## src/rtl/dm_port_arbiter.sv

```systemverilog
`default_nettype none
// ============================================================================
// Module   : dm_port_arbiter
// Purpose  : Two-requester round-robin front end for a single-port data RAM:
//            byte-lane stores, extended loads, error responses, 1-cycle latency.
// Revision : 1.0
// ============================================================================
module dm_port_arbiter #(
    parameter int ADDR_W = 12,
    parameter int DEPTH  = 3072
) (
    input  logic              clk,
    input  logic              rst_n,
    input  logic              m0_valid,
    output logic              m0_ready,
    input  logic              m0_we,
    input  logic [1:0]        m0_size,
    input  logic              m0_unsigned,
    input  logic [31:0]       m0_addr,
    input  logic [31:0]       m0_wdata,
    output logic              m0_rsp_valid,
    output logic              m0_rsp_err,
    output logic [31:0]       m0_rsp_rdata,
    input  logic              m1_valid,
    output logic              m1_ready,
    input  logic              m1_we,
    input  logic [1:0]        m1_size,
    input  logic              m1_unsigned,
    input  logic [31:0]       m1_addr,
    input  logic [31:0]       m1_wdata,
    output logic              m1_rsp_valid,
    output logic              m1_rsp_err,
    output logic [31:0]       m1_rsp_rdata,
    output logic              ram_en,
    output logic [3:0]        ram_we,
    output logic [ADDR_W-1:0] ram_addr,
    output logic [31:0]       ram_din,
    input  logic [31:0]       ram_dout
);

    localparam logic [1:0]      c_size_byte = 2'b00;
    localparam logic [1:0]      c_size_half = 2'b01;
    localparam logic [1:0]      c_size_word = 2'b10;
    localparam logic [ADDR_W:0] c_depth     = (ADDR_W + 1)'(DEPTH);

    logic              r_rr_last;
    logic [ADDR_W-1:0] r_addr_hold;
    logic [31:0]       r_din_hold;
    logic              r_rsp_valid;
    logic              r_rsp_port;
    logic              r_rsp_we;
    logic [1:0]        r_rsp_size;
    logic [1:0]        r_rsp_off;
    logic              r_rsp_uns;
    logic              r_rsp_err;

    logic              w_gnt0, w_gnt1, w_any_gnt, w_legal, w_err;
    logic              w_we, w_uns;
    logic [1:0]        w_size, w_off;
    logic [31:0]       w_addr, w_wdata, w_din, w_rdata;
    logic [ADDR_W-1:0] w_widx;
    logic [3:0]        w_lanes;
    logic [7:0]        w_byte;
    logic [15:0]       w_half;

    // rr_last names the port that won most recently; the other one wins a tie.
    assign w_gnt0    = m0_valid & (~m1_valid | r_rr_last);
    assign w_gnt1    = m1_valid & (~m0_valid | ~r_rr_last);
    assign w_any_gnt = w_gnt0 | w_gnt1;
    assign m0_ready  = w_gnt0;
    assign m1_ready  = w_gnt1;

    assign w_we    = w_gnt1 ? m1_we       : m0_we;
    assign w_size  = w_gnt1 ? m1_size     : m0_size;
    assign w_uns   = w_gnt1 ? m1_unsigned : m0_unsigned;
    assign w_addr  = w_gnt1 ? m1_addr     : m0_addr;
    assign w_wdata = w_gnt1 ? m1_wdata    : m0_wdata;
    assign w_widx  = w_addr[ADDR_W+1:2];
    assign w_off   = w_addr[1:0];

    always_comb begin
        w_err = 1'b0;
        case (w_size)
            c_size_byte: w_err = 1'b0;
            c_size_half: w_err = w_off[0];
            c_size_word: w_err = |w_off;
            default:     w_err = 1'b1;
        endcase
        if ({1'b0, w_widx} >= c_depth) w_err = 1'b1;
        if (|w_addr[31:ADDR_W+2])      w_err = 1'b1;
    end

    assign w_legal = w_any_gnt & ~w_err;

    always_comb begin
        w_lanes = 4'b1111;
        w_din   = w_wdata;
        case (w_size)
            c_size_byte: begin
                w_lanes = 4'b0001 << w_off;
                w_din   = {4{w_wdata[7:0]}};
            end
            c_size_half: begin
                w_lanes = w_off[1] ? 4'b1100 : 4'b0011;
                w_din   = {2{w_wdata[15:0]}};
            end
            default: begin
                w_lanes = 4'b1111;
                w_din   = w_wdata;
            end
        endcase
    end

    // Address/data pins only move on legal grants so rejected requests never toggle the RAM bus.
    assign ram_en   = w_legal;
    assign ram_we   = (w_legal & w_we) ? w_lanes : 4'b0000;
    assign ram_addr = w_legal ? w_widx : r_addr_hold;
    assign ram_din  = w_legal ? w_din  : r_din_hold;

    always_ff @(posedge clk or negedge rst_n) begin
        if (!rst_n) begin
            r_rr_last   <= 1'b1;
            r_addr_hold <= '0;
            r_din_hold  <= '0;
            r_rsp_valid <= 1'b0;
            r_rsp_port  <= 1'b0;
            r_rsp_we    <= 1'b0;
            r_rsp_size  <= 2'b00;
            r_rsp_off   <= 2'b00;
            r_rsp_uns   <= 1'b0;
            r_rsp_err   <= 1'b0;
        end else begin
            r_rsp_valid <= w_any_gnt;
            if (w_any_gnt) begin
                r_rr_last  <= w_gnt1;
                r_rsp_port <= w_gnt1;
                r_rsp_we   <= w_we;
                r_rsp_size <= w_size;
                r_rsp_off  <= w_off;
                r_rsp_uns  <= w_uns;
                r_rsp_err  <= w_err;
            end
            if (w_legal) begin
                r_addr_hold <= w_widx;
                r_din_hold  <= w_din;
            end
        end
    end

    always_comb begin
        case (r_rsp_off)
            2'd0:    w_byte = ram_dout[7:0];
            2'd1:    w_byte = ram_dout[15:8];
            2'd2:    w_byte = ram_dout[23:16];
            default: w_byte = ram_dout[31:24];
        endcase
        w_half = r_rsp_off[1] ? ram_dout[31:16] : ram_dout[15:0];
        case (r_rsp_size)
            c_size_byte: w_rdata = {{24{~r_rsp_uns & w_byte[7]}}, w_byte};
            c_size_half: w_rdata = {{16{~r_rsp_uns & w_half[15]}}, w_half};
            default:     w_rdata = ram_dout;
        endcase
        if (!r_rsp_valid || r_rsp_we || r_rsp_err) w_rdata = 32'h0;
    end

    assign m0_rsp_valid = r_rsp_valid & ~r_rsp_port;
    assign m1_rsp_valid = r_rsp_valid &  r_rsp_port;
    assign m0_rsp_err   = m0_rsp_valid & r_rsp_err;
    assign m1_rsp_err   = m1_rsp_valid & r_rsp_err;
    assign m0_rsp_rdata = m0_rsp_valid ? w_rdata : 32'h0;
    assign m1_rsp_rdata = m1_rsp_valid ? w_rdata : 32'h0;

endmodule
`default_nettype wire

```

## config.mk

```make
export PLATFORM = sky130hd
export DESIGN_NAME = dm_port_arbiter
export DESIGN_NICKNAME = d
export VERILOG_FILES = /design/src/rtl/dm_port_arbiter.sv
export SDC_FILE = /design/constraint.sdc
export NUM_CORES = 1
export LEC_CHECK = 0
export ABC_CLOCK_PERIOD_IN_PS = 1800
export BUFFER_PORTS_ARGS = -buffer_cell sky130_fd_sc_hd__buf_2
export CAP_MARGIN = 20
export CORE_AREA = 2 2 113 115
export CTS_BUF_LIST = sky130_fd_sc_hd__clkbuf_8
export DETAILED_ROUTE_END_ITERATION = 8
export DIE_AREA = 0 0 115 117
export GPL_TIMING_DRIVEN = 0
export HOLD_SLACK_MARGIN = 0.03
export PLACE_DENSITY = 0.85
export REMOVE_ABC_BUFFERS = 1
export SLEW_MARGIN = 10
export SYNTH_ARGS = -nofsm -noshare
export SYNTH_HDL_FRONTEND = slang
export SYNTH_SLANG_ARGS = --single-unit
export TNS_END_PERCENT = 50
```

## constraint.sdc

```tcl
create_clock -name clk -period 1.8 [get_ports clk]
set_input_delay 0.18 -clock clk [delete_from_list [all_inputs] [get_ports clk]]
set_output_delay 0.18 -clock clk [all_outputs]
set_load 0.1 [all_outputs]
```

* Yosys cells after proc, flatten, opt, wreduce, memory -nomap -nowiden
Index checks and enable logic that the tools add are counted.
** Operators by class
- Shifts and indexed selects :: 1
- Mux-type cells :: 20
- Reduce and logical (&&, ||, !) cells :: 8
- Eq/ne operators :: 5
- Bitwise operators :: 19
- Order comparisons :: 1
** Operators with widths (number)
- two-way mux 32 bit :: 6
- case mux 32 bit (2 select lines) :: 2
- case mux 8 bit (3 select lines) :: 1
- OR reduction 18 bit :: 1
- two-way mux 16 bit :: 1
- greater-or-equal comparator 12 bit (second input constant) :: 1
- two-way mux 12 bit :: 1
- AND 1 bit :: 10
- two-way mux 4 bit :: 2
- case mux 4 bit (2 select lines) :: 1
- equality test 2 x 1 -> 1 bit (second input constant) :: 3
- zero test 2 bit :: 3
- inverter 1 bit :: 6
- equality test 2 bit (second input constant) :: 2
- two-way mux 1 bit :: 4
- << shifter 1 x 2 -> 4 bit (first input constant) :: 1
- bitwise OR 1 bit :: 3
- case mux 1 bit (3 select lines) :: 1
- logical OR 1 bit :: 2
- two-way mux 2 bit :: 1
- OR reduction 2 bit :: 1
- zero test 1 bit :: 1
** Storage, ports and cells
- Word-level logic and storage cells :: 64
- Bits of input ports :: 172
- Output and inout bits :: 119
- Flip-flop bits (word level) :: 54

* Longest topological paths before layout
Gate-level depths: netlist of run 1.
- Depth in word-level cells :: 12
- Mapped depth :: 8
- Depth with buffers taken out :: 6

* Worst setup path before layout of run 1
Ideal clock, no wire load.
- Path kind :: register to output
- From :: register r_rsp_port
- To :: output m0_rsp_rdata[12]
- Slack :: -2.342 ns
- Required time :: 1.620 ns
- Cell stages (with the launch flop) :: 7
- Path buffers :: 1
- Arrival time :: 3.962 ns
- Cell sequence :: dfrtp_1 -> inv_1 -> nand2_1 -> inv_1 -> nand2_1 -> clkbuf_1 -> a221oi_1
** On the way
- Cells in the longest elaborated chain, start to end :: 3
** Ends and longest elaborated chain
- start: declaration :: RTL line 50 : logic r_rsp_port;
- start signal: assignment :: RTL line 136 : r_rsp_port <= w_gnt1;
- inverter 1 bit :: RTL line 166 : assign m0_rsp_valid = r_rsp_valid & ~r_rsp_port;
- AND 1 bit :: RTL line 166
- named net m0_rsp_valid :: RTL line 21 : output logic m0_rsp_valid,
- two-way mux 32 bit :: RTL line 170 : assign m0_rsp_rdata = m0_rsp_valid ? w_rdata : 32'h0;
- end: declaration :: RTL line 23 : output logic [31:0] m0_rsp_rdata,
The timed path passes the listed nets, and every way through them passes these cells.

* Worst setup path in the final report of run 1
- From :: register r_rr_last
- To :: output ram_din[12]
** On the way
- Cells in the longest elaborated chain, start to end :: 11
- Elaborated cells between the ends (all ways) :: 22
- Classes of those cells :: order compare (1); eq/ne (2); mux (8); bitwise (8); reduce/logical (3)
** Ends and longest elaborated chain
- start: declaration :: RTL line 46 : logic r_rr_last;
- start signal: assignment :: RTL line 135 : r_rr_last <= w_gnt1;
- branches (longest 10 deep; another with greater-or-equal comparator 12 bit)
- two-way mux 32 bit (*)
- end: declaration :: RTL line 37 : output logic [31:0] ram_din,
Every way passes the cells marked *.

==> results of run 1 <==
## routing by layer
layer | routed length (um) | track usage, %
met5 | 13 | 0
met4 | 1520 | 13.3
met3 | 2170 | 5.46
met2 | 11700 | 52.2
met1 | 8160 | 31.1
## worst max-delay path by stage
stage	slack, ns	startpoint	depth (start not counted)	to
floorplan	-4.03	r_rr_last	5	ram_we[0]
global placement	-3.95	r_rr_last	7	ram_addr[11]
detailed placement	-1.59	r_rr_last	9	ram_din[2]
CTS	-1.00	r_rr_last	10	ram_din[24]
global route	-1.03	r_rr_last	9	ram_din[12]
finish	-0.96	r_rr_last	9	ram_din[12]
## cell families after synthesis
group / synth area share (%)
flops: 30.1
mux: 32.0
compound gates: 11.7
simple gates: 20.9
buf+inv: 5.37
## timing repair
action | in CTS | in global routing
gates resized for setup | 392 | 210
pin swaps | 15 | 50
endpoints found under the hold margin | 28 | 0
hold buffers | 1 | 0
buffers inserted | 38 | 27
gates cloned | 8 | 4
endpoints found under the setup margin | 164 | 163
## critical path, stage by stage, from the launching register on
cell and delay [ns]:
dfstp_2 0.55, a21bo_4 0.16, buf_12 0.15, inv_16 0.05, buf_8 0.12, mux2i_4 0.19
nand2_4 0.22, mux2_1 0.35, mux2_4 0.29, buf_12 0.17
## per-stage QoR
| stage | hold slack [ns] | setup TNS [ns] |
|---|---|---|
| after floorplan | -0.116 | -403.51 |
| after global placement | 0.397 | -438.97 |
| after detailed placement | 0.271 | -175.53 |
| after CTS | 0.0524 | -98.37 |
| after global routing | 0.115 | -112.46 |
| final | 0.112 | -99.64 |
## layout make-up
| cell class | count | share of cell area (%) |
|---|---|---|
| Sequential cell | 54 | 14.7 |
| Clock inverter | 1 | 0.0949 |
| Timing Repair Buffer | 366 | 41.8 |
| Timing Repair inverter | 2 | 0.176 |
| Tap cell | 150 | 2.03 |
| Multi-Input combinational cell | 386 | 39.5 |
| Clock buffer | 7 | 1.04 |
| Inverter | 9 | 0.610 |
## cells in the final DEF, fill, tap and decap left out, types with 10 or more instances in the layout
master    count
a221oi_2     10
nor2b_1      17
mux2_2       25
nand2_1      87
buf_6        69
buf_12       89
nor2_1       38
dfrtp_1      49
nor3_4       25
nor3_1       11
buf_2       172
mux2i_1      16
o21ai_0      17
mux2_4       51
buf_4        22
## sequential cells by signal, summed over array words and instances, names as in the netlist
register,cells
r_din_hold,32
r_addr_hold,12
r_rsp_off,2
r_rsp_size,2
r_rr_last,1
r_rsp_err,1
r_rsp_port,1
r_rsp_uns,1
r_rsp_valid,1
r_rsp_we,1
## power breakdown
| part | switching (uW) | internal, uW | total, uW |
|---|---|---|---|
| logic | 1090 | 763 | 1860 |
| registers | 35.4 | 1240 | 1280 |
| clock network | 427 | 354 | 781 |
| total | 1560 | 2360 | 3910 |
==> flow_summary.ini, run 1 <==
[run_status]
status = finished, violations left
violations = negative setup slack

[placement]
dpl_cell_area_um2 = 6070
dp_slack_ns = -1.59
dpl.hpwl_um = 12400
gp_congestion = 0.929
dpl.cell_count = 892
io_buffers = 290

[worst_setup_path]
ff2ff_path_depth = 10
crit_fanout = 8
reg2reg_slack_ns = -0.61
cp.arrival_ns = 2.58
timing.rr.start = r_rr_last
worstReg2RegEnd = r_din_hold[9]
start_kind = flip-flop
end_kind = output pin
path_class = reg2out
cp.required_ns = 1.62

[timing]
final_hold_viol_count = 0
slew_violations = 0
setup_viol = 159
skew_ns = 0.00409
fin_ws_ns = -0.961
relSlewSlack_pct = 40.1
min_period_ns = 2.76
finalCritPeriodShare_pct = 153
rsz0062_at_grt = yes
tightest_slew_ns = 0.889
max_freq_mhz = 362

[floorplan]
die_area_um2 = 13500
core_region_area_um2 = 12300
die_h_um = 117
top_level_ports = 291
initial_core_util_pct = 36.6
die_w_um = 115
rows = 41

[final_layout]
fin_nets = 996
fin_util_pct = 75.0
fill_cells = 722
ff_latch_area_um2 = 1360
multi_input_comb_area_um2 = 3650
area_growth_pct = 105
instances_no_fill = 975
design_area_um2 = 9230
drive_gt1_share_pct = 66.2
diodes = 0

[logic_synthesis]
ys_warn_count = 0
ys_ff_latch = 54
synth_cell_types = 44
netlist_instances = 483
synth_top_area_share_pct = 29.5
synth_async_sr_flop_share_pct = 100
yosys.area.top_type = dfrtp_1
ys.flop_type = dfrtp_1
syn_avg_cell_area_um2 = 9.32
synthTopCellsByCount = nand2_1 (91), dfrtp_1 (53), mux2_4 (44)
yosysMostFrequentCell = nand2_1
synth-edff-count = 0
synth_area_leaders = dfrtp_1 (29%), mux2_4 (15%), nand2_1 (7.6%), mux2_2 (6.3%), mux2i_1 (4.2%)
syn-cell-area_um2 = 4500
synth.yosys.seq_area_share_pct = 30.1

[pwr]
p_total_uw = 3910
peakVddDrop_v = 0.000394
power_density_nw_per_um2 = 424
leakage_uw = 0.00441

[global_routing]
grtUsageTotal_pct = 28.2
grt_max_degree = 31
grt_pass1_vias = 5375
grt_pass1_wl_um = 29100
antenna_found_initial = 1
grt_overflow = 0

[flow_run]
maxCapViolations = 0

[clock_network]
clk_latency_ns = 0.31
cts_tree = done
cts_sinks = 54
cts_made_buffers = 5
htree_levels = 2
clock-root-buffer = clkbuf_8
clockBufferDepth = 2
clk_pin_slew_ns = 0.10

[detailed_routing]
drc = 0
dr.pass1.iters = 6
vias = 5751
ant_nets = 0
via_per_inst = 5.90
drt-total-wl_um = 23500
wl_per_cell_um = 24.1
dr.first_iter.drc_count = 682

[min_path]
holdPathEnd = r_rsp_uns
worstHoldPathCells = 3
min_path_type = in2reg
hold_start = m1_unsigned
(Power assumes the default switching activity.)
==> inputs of run 2 (changes only) <==
--- a/config.mk
+++ b/config.mk
@@ -14,9 +14,9 @@
 export DIE_AREA = 0 0 115 117
 export GPL_TIMING_DRIVEN = 0
 export HOLD_SLACK_MARGIN = 0.03
-export PLACE_DENSITY = 0.85
+export PLACE_DENSITY = 0.74
 export REMOVE_ABC_BUFFERS = 1
-export SLEW_MARGIN = 10
+export SLEW_MARGIN = 20
 export SYNTH_ARGS = -nofsm -noshare
 export SYNTH_HDL_FRONTEND = slang
 export SYNTH_SLANG_ARGS = --single-unit
==> run 2 against run 1 <==
  * The flow still finishes with violations (negative setup slack)
  * Clock skew increased by 0.0057 ns
  * Power is 11% higher
  * Global-route usage rose by 3.1 points
  * Critical endpoint is now ram_din[27]
  * Largest cell class unchanged
==> flow_summary.ini, run 2 (same netlist as run 1, synthesis figures left out) <==
[detailed_routing]
via_per_inst = 5.97
dr.first_iter.drc_count = 650
ant_nets = 0
wl_per_cell_um = 25.6
drt-total-wl_um = 26000
vias = 6067
drc = 0
dr.pass1.iters = 5

[clock_network]
cts_made_buffers = 5
cts_tree = done
clk_pin_slew_ns = 0.10
clock-root-buffer = clkbuf_8
cts_sinks = 54
clockBufferDepth = 2
htree_levels = 2
clk_latency_ns = 0.33

[pwr]
leakage_uw = 0.00460
power_density_nw_per_um2 = 443
peakVddDrop_v = 0.000403

[global_routing]
grt_max_degree = 55
antenna_found_initial = 0
grt_pass1_wl_um = 31900
grtUsageTotal_pct = 31.3
grt_pass1_vias = 5605
grt_overflow = 0

[timing]
hold_slack_ns = 0.0678
fin_ws_ns = -0.991
skew_ns = 0.00983
relSlewSlack_pct = 52.1
min_period_ns = 2.79
tns_ns = -99.61
max_freq_mhz = 358
tightest_slew_ns = 0.718
slew_violations = 0
finalCritPeriodShare_pct = 155
final_hold_viol_count = 0
setup_viol = 159
rsz0062_at_grt = yes

[min_path]
min_path_type = in2reg

[placement]
io_buffers = 290
gp_congestion = 0.845
dpl.hpwl_um = 12100
dp_slack_ns = -1.46
dpl.cell_count = 891

[final_layout]
diodes = 0
reg_top3 = r_din_hold: 32 flops, r_addr_hold: 12 flops
instances_no_fill = 1016
drive_gt1_share_pct = 70.8
ff_latch_area_um2 = 1360
final_common_cell = buf_2
final_cell_mix = buf_2 (170), nand2_1 (86), buf_6 (85)
largest_register_ff_count = 32
regMostFlops = r_din_hold
multi_input_comb_area_um2 = 3820
fill_cells = 653
fin_nets = 1037
area_growth_pct = 117

[floorplan]
core_region_area_um2 = 12300
rows = 41
die_h_um = 117
die_w_um = 115
die_area_um2 = 13500
top_level_ports = 291
initial_core_util_pct = 36.6

[worst_setup_path]
crit_fanout = 6
start_kind = flip-flop
cp.arrival_ns = 2.61
cp.required_ns = 1.62
end_kind = output pin
path_class = reg2out

[flow_run]
maxCapViolations = 0

[run_status]
status = finished, violations left
violations = negative setup slack
## run 2: cell types whose count changed in the layout (fill, tap and decap cells not counted), moves of 7 or more
cell and change:
nor2_2 +7, nor3_4 -12, o21ai_0 -9, nor2_1 -8, nor3_1 -7, nor3_2 +19
clkbuf_8 +7, buf_6 +16, buf_4 +23
## run 2: power breakdown
group | switching [uW] | internal (uW)
Clock | 475 | 425
Combinational | 1240 | 921
Sequential | 27.1 | 1240
## run 2: worst paths after layout
check | start | slack (ns) | cells after the start | end
worst min-delay path | m1_unsigned | 0.07 | 3 | r_rsp_uns
max in group asynchronous | rst_n | 0.81 | 2 | r_rsp_size[1]
worst max-delay path | r_rr_last | -0.99 | 8 | ram_din[27]
min in group asynchronous | rst_n | 0.44 | 2 | r_din_hold[1]
worst min register to register | r_din_hold[2] | 0.53 | 1 | r_din_hold[2]
worst max register to register | r_rr_last | -0.55 | 11 | r_din_hold[26]
## run 2: cell type report
class,instances,share of cell area (%)
flip-flops and latches,54,13.9
repair buffers,405,43.0
repair inverters,2,0.167
well taps,150,1.92
clock inverters,3,0.500
multi-input cells,388,39.2
inverters,9,0.615
clock buffers,5,0.705
## run 2: stage by stage
| stage | power [uW] | utilization (%) | cell area [um2] |
|---|---|---|---|
| detailed placement | 2410 | 49.3 | 6070 |
| finish | 4330 | 79.3 | 9760 |
| floorplan | 1950 | - | 4300 |
| CTS | 3870 | 70.0 | 8610 |
| global placement | 2360 | 48.2 | 5930 |
| global route | 4450 | 79.3 | 9760 |
## run 2: worst max-delay path, stage by stage (launching register included)
cell and delay, ns:
dfstp_2 0.55, a21bo_4 0.15, buf_12 0.12, mux2i_4 0.34
buf_12 0.17, buf_16 0.13, mux4_2 0.34, mux2_4 0.31
buf_12 0.17
## run 2: timing repair
action,in CTS,in global routing
gates resized for setup,455,186
pin swaps,50,48
gates cloned,9,5
hold buffers,1,0
endpoints found under the hold margin,53,0
endpoints found under the setup margin,161,163
buffers inserted,67,37
## run 2: metal layers
layer | vias to the layer above | routed length, um | GRT usage, % | part of all wire, %
met5 | - | 0 | 0 | 0
met4 | 0 | 1560 | 11.4 | 6.0
met3 | 124 | 2510 | 5.77 | 9.6
met2 | 500 | 13100 | 59.3 | 51
met1 | 2915 | 8780 | 34.9 | 34
li1 | 2528 | - | - | -
==> inputs of run 3 (changes only) <==
--- a/config.mk
+++ b/config.mk
@@ -5,7 +5,7 @@
 export SDC_FILE = /design/constraint.sdc
 export NUM_CORES = 1
 export LEC_CHECK = 0
-export ABC_CLOCK_PERIOD_IN_PS = 1800
+export ABC_CLOCK_PERIOD_IN_PS = 2350
 export BUFFER_PORTS_ARGS = -buffer_cell sky130_fd_sc_hd__buf_2
 export CAP_MARGIN = 20
 export CORE_AREA = 2 2 113 115
==> constraint.sdc (replaced) <==
create_clock -name clk -period 2.35 [get_ports clk]
set_input_delay 0.235 -clock clk [delete_from_list [all_inputs] [get_ports clk]]
set_output_delay 0.235 -clock clk [all_outputs]
set_load 0.1 [all_outputs]
==> run 3 against run 2 <==
  * The flow still finishes with violations (negative setup slack)
  * Sequential power decreased by 23%
  * Design area shrank 7.2%
  * Utilization decreased by 5.7 points
  * Worst setup slack gained 0.50 ns
  * Largest cell class unchanged
  * Highest routed layer unchanged
==> flow_summary.ini, run 3 (same netlist as run 1, synthesis figures left out) <==
[run_status]
violations = negative setup slack
status = finished, violations left

[floorplan]
die_area_um2 = 13500
rows = 41
die_h_um = 117
core_region_area_um2 = 12300
die_w_um = 115
top_level_ports = 291
initial_core_util_pct = 36.6

[detailed_routing]
ant_nets = 0
via_per_inst = 5.78
drc = 0
dr.first_iter.drc_count = 504
vias = 5751
drt-total-wl_um = 24200
dr.pass1.iters = 5
wl_per_cell_um = 24.3

[placement]
io_buffers = 290
dpl.hpwl_um = 12100
gp_congestion = 0.845
dpl.cell_count = 891

[timing]
skew_ns = 0.0149
fin_ws_ns = -0.493
tightest_slew_ns = 0.717
rsz0062_at_grt = yes
relSlewSlack_pct = 52.2
setup_viol = 107
slew_violations = 0
max_freq_mhz = 352
hold_slack_ns = 0.119
tns_ns = -29.18
min_period_ns = 2.84
final_hold_viol_count = 0
finalCritPeriodShare_pct = 121

[pwr]
pwr-share-comb_pct = 45.7
p_switching_uw = 1210
leakage_uw = 0.00442
p_sw_share_pct = 39.3
internal_power_uw = 1870
peakVddDrop_v = 0.000317
clkPwrFrac_pct = 22.6
p_seq_share_pct = 31.7
power_density_nw_per_um2 = 340

[final_layout]
reg_top3 = r_din_hold: 32 flops, r_addr_hold: 12 flops
fin_nets = 1016
instances_no_fill = 995
final_common_cell = buf_2
drive_gt1_share_pct = 67.8
final_cell_mix = buf_2 (176), nand2_1 (87), buf_6 (79)
diodes = 0
fin_util_pct = 73.6
largest_register_ff_count = 32
area_growth_pct = 101
regMostFlops = r_din_hold

[worst_setup_path]
path_class = reg2out
crit_family = multiplexers
critPathMostFrequentCell = buf_12
cp.arrival_ns = 2.61
reg2reg_slack_ns = 0.03
cp_slowest_cell = dfstp_2
crit_path_cell_trace = a21bo_4 -> buf_12 -> mux2i_4 -> buf_12 -> buf_16 -> mux4_2 -> mux2_4 -> buf_12
slowest_delay_ns = 0.55
crit_fanout = 6
crit_buf_inv = 4
cp.required_ns = 2.12
start_kind = flip-flop
end_kind = output pin

[clock_network]
clk_pin_slew_ns = 0.10
cts_made_buffers = 5
cts_sinks = 54
cts_tree = done
clock-root-buffer = clkbuf_8
clk_latency_ns = 0.33
clockBufferDepth = 2
htree_levels = 2

[global_routing]
grt_pass1_vias = 5705
grt_max_degree = 55
grt_overflow = 0
grt_pass1_wl_um = 31800
antenna_found_initial = 0
grtUsageTotal_pct = 31.1

[flow_run]
maxCapViolations = 0

[min_path]
min_path_type = in2reg
==> run 3: area by class of cell <==
cell class                 instances  area [um2]
timing repair buffer             388        3760
multi-input combinational        385        3570
fill                             736        3250
sequential                        54        1360
tap                              150         188
clock buffer                       5        68.8
inverter                           9        56.3
clock inverter                     3        48.8
timing repair inverter             1        8.76
==> run 3: metrics by stage <==
step	power [uW]	instance area, um2	setup slack (ns)
6_report	3080	9060	-0.493
2_1_floorplan	1490	4300	-3.54
4_1_cts	2880	8460	-0.502
5_1_grt	3190	9060	-0.556
3_3_place_gp	1810	5930	-3.50
3_5_place_dp	1840	6070	-0.969
==> run 3: routing by layer <==
| metal | part of all wire, % | track usage (%) | up-vias |
|---|---|---|---|
| met5 | 0 | 0 | - |
| met1 | 35 | 33.6 | 2787 |
| met4 | 5.3 | 16.5 | 0 |
| met2 | 51 | 56.7 | 403 |
| met3 | 8.5 | 7.05 | 96 |
| li1 | - | - | 2465 |
==> run 3: power by group through the flow <==
stage	Clock, uW	Combinational, uW	Sequential [uW]
floorplan	0	497	996
global placement	0	799	1010
detailed placement	0	828	1010
CTS	701	1210	973
global route	741	1470	977
finish	695	1410	975
==> run 3: what timing repair did <==
action	4_1_cts	5_1_grt
endpoints found under the setup margin	157	114
pin swaps	33	27
hold buffers	1	0
gates resized for setup	433	85
setup buffers	58	28
cloned	8	2
hold endpoints to repair	53	0
==> run 3: worst paths after layout <==
check                                  to     startpoint  cells after the start
min in group asynchronous  r_din_hold[23]          rst_n                      2
min                             r_rsp_uns    m1_unsigned                      3
min reg2reg                 r_din_hold[0]  r_din_hold[0]                      1
max in group asynchronous   r_rsp_size[1]          rst_n                      2
max                           ram_din[25]      r_rr_last                      8
max reg2reg                r_din_hold[27]      r_rr_last                      8
==> run 3: worst register-to-register path, cell delays in order, from the launching register on <==
cell	delay, ns
dfstp_2	0.55
a21bo_4	0.15
buf_12	0.12
mux2i_4	0.33
buf_12	0.17
buf_16	0.13
mux4_2	0.33
mux2_4	0.31
buf_4	0.14
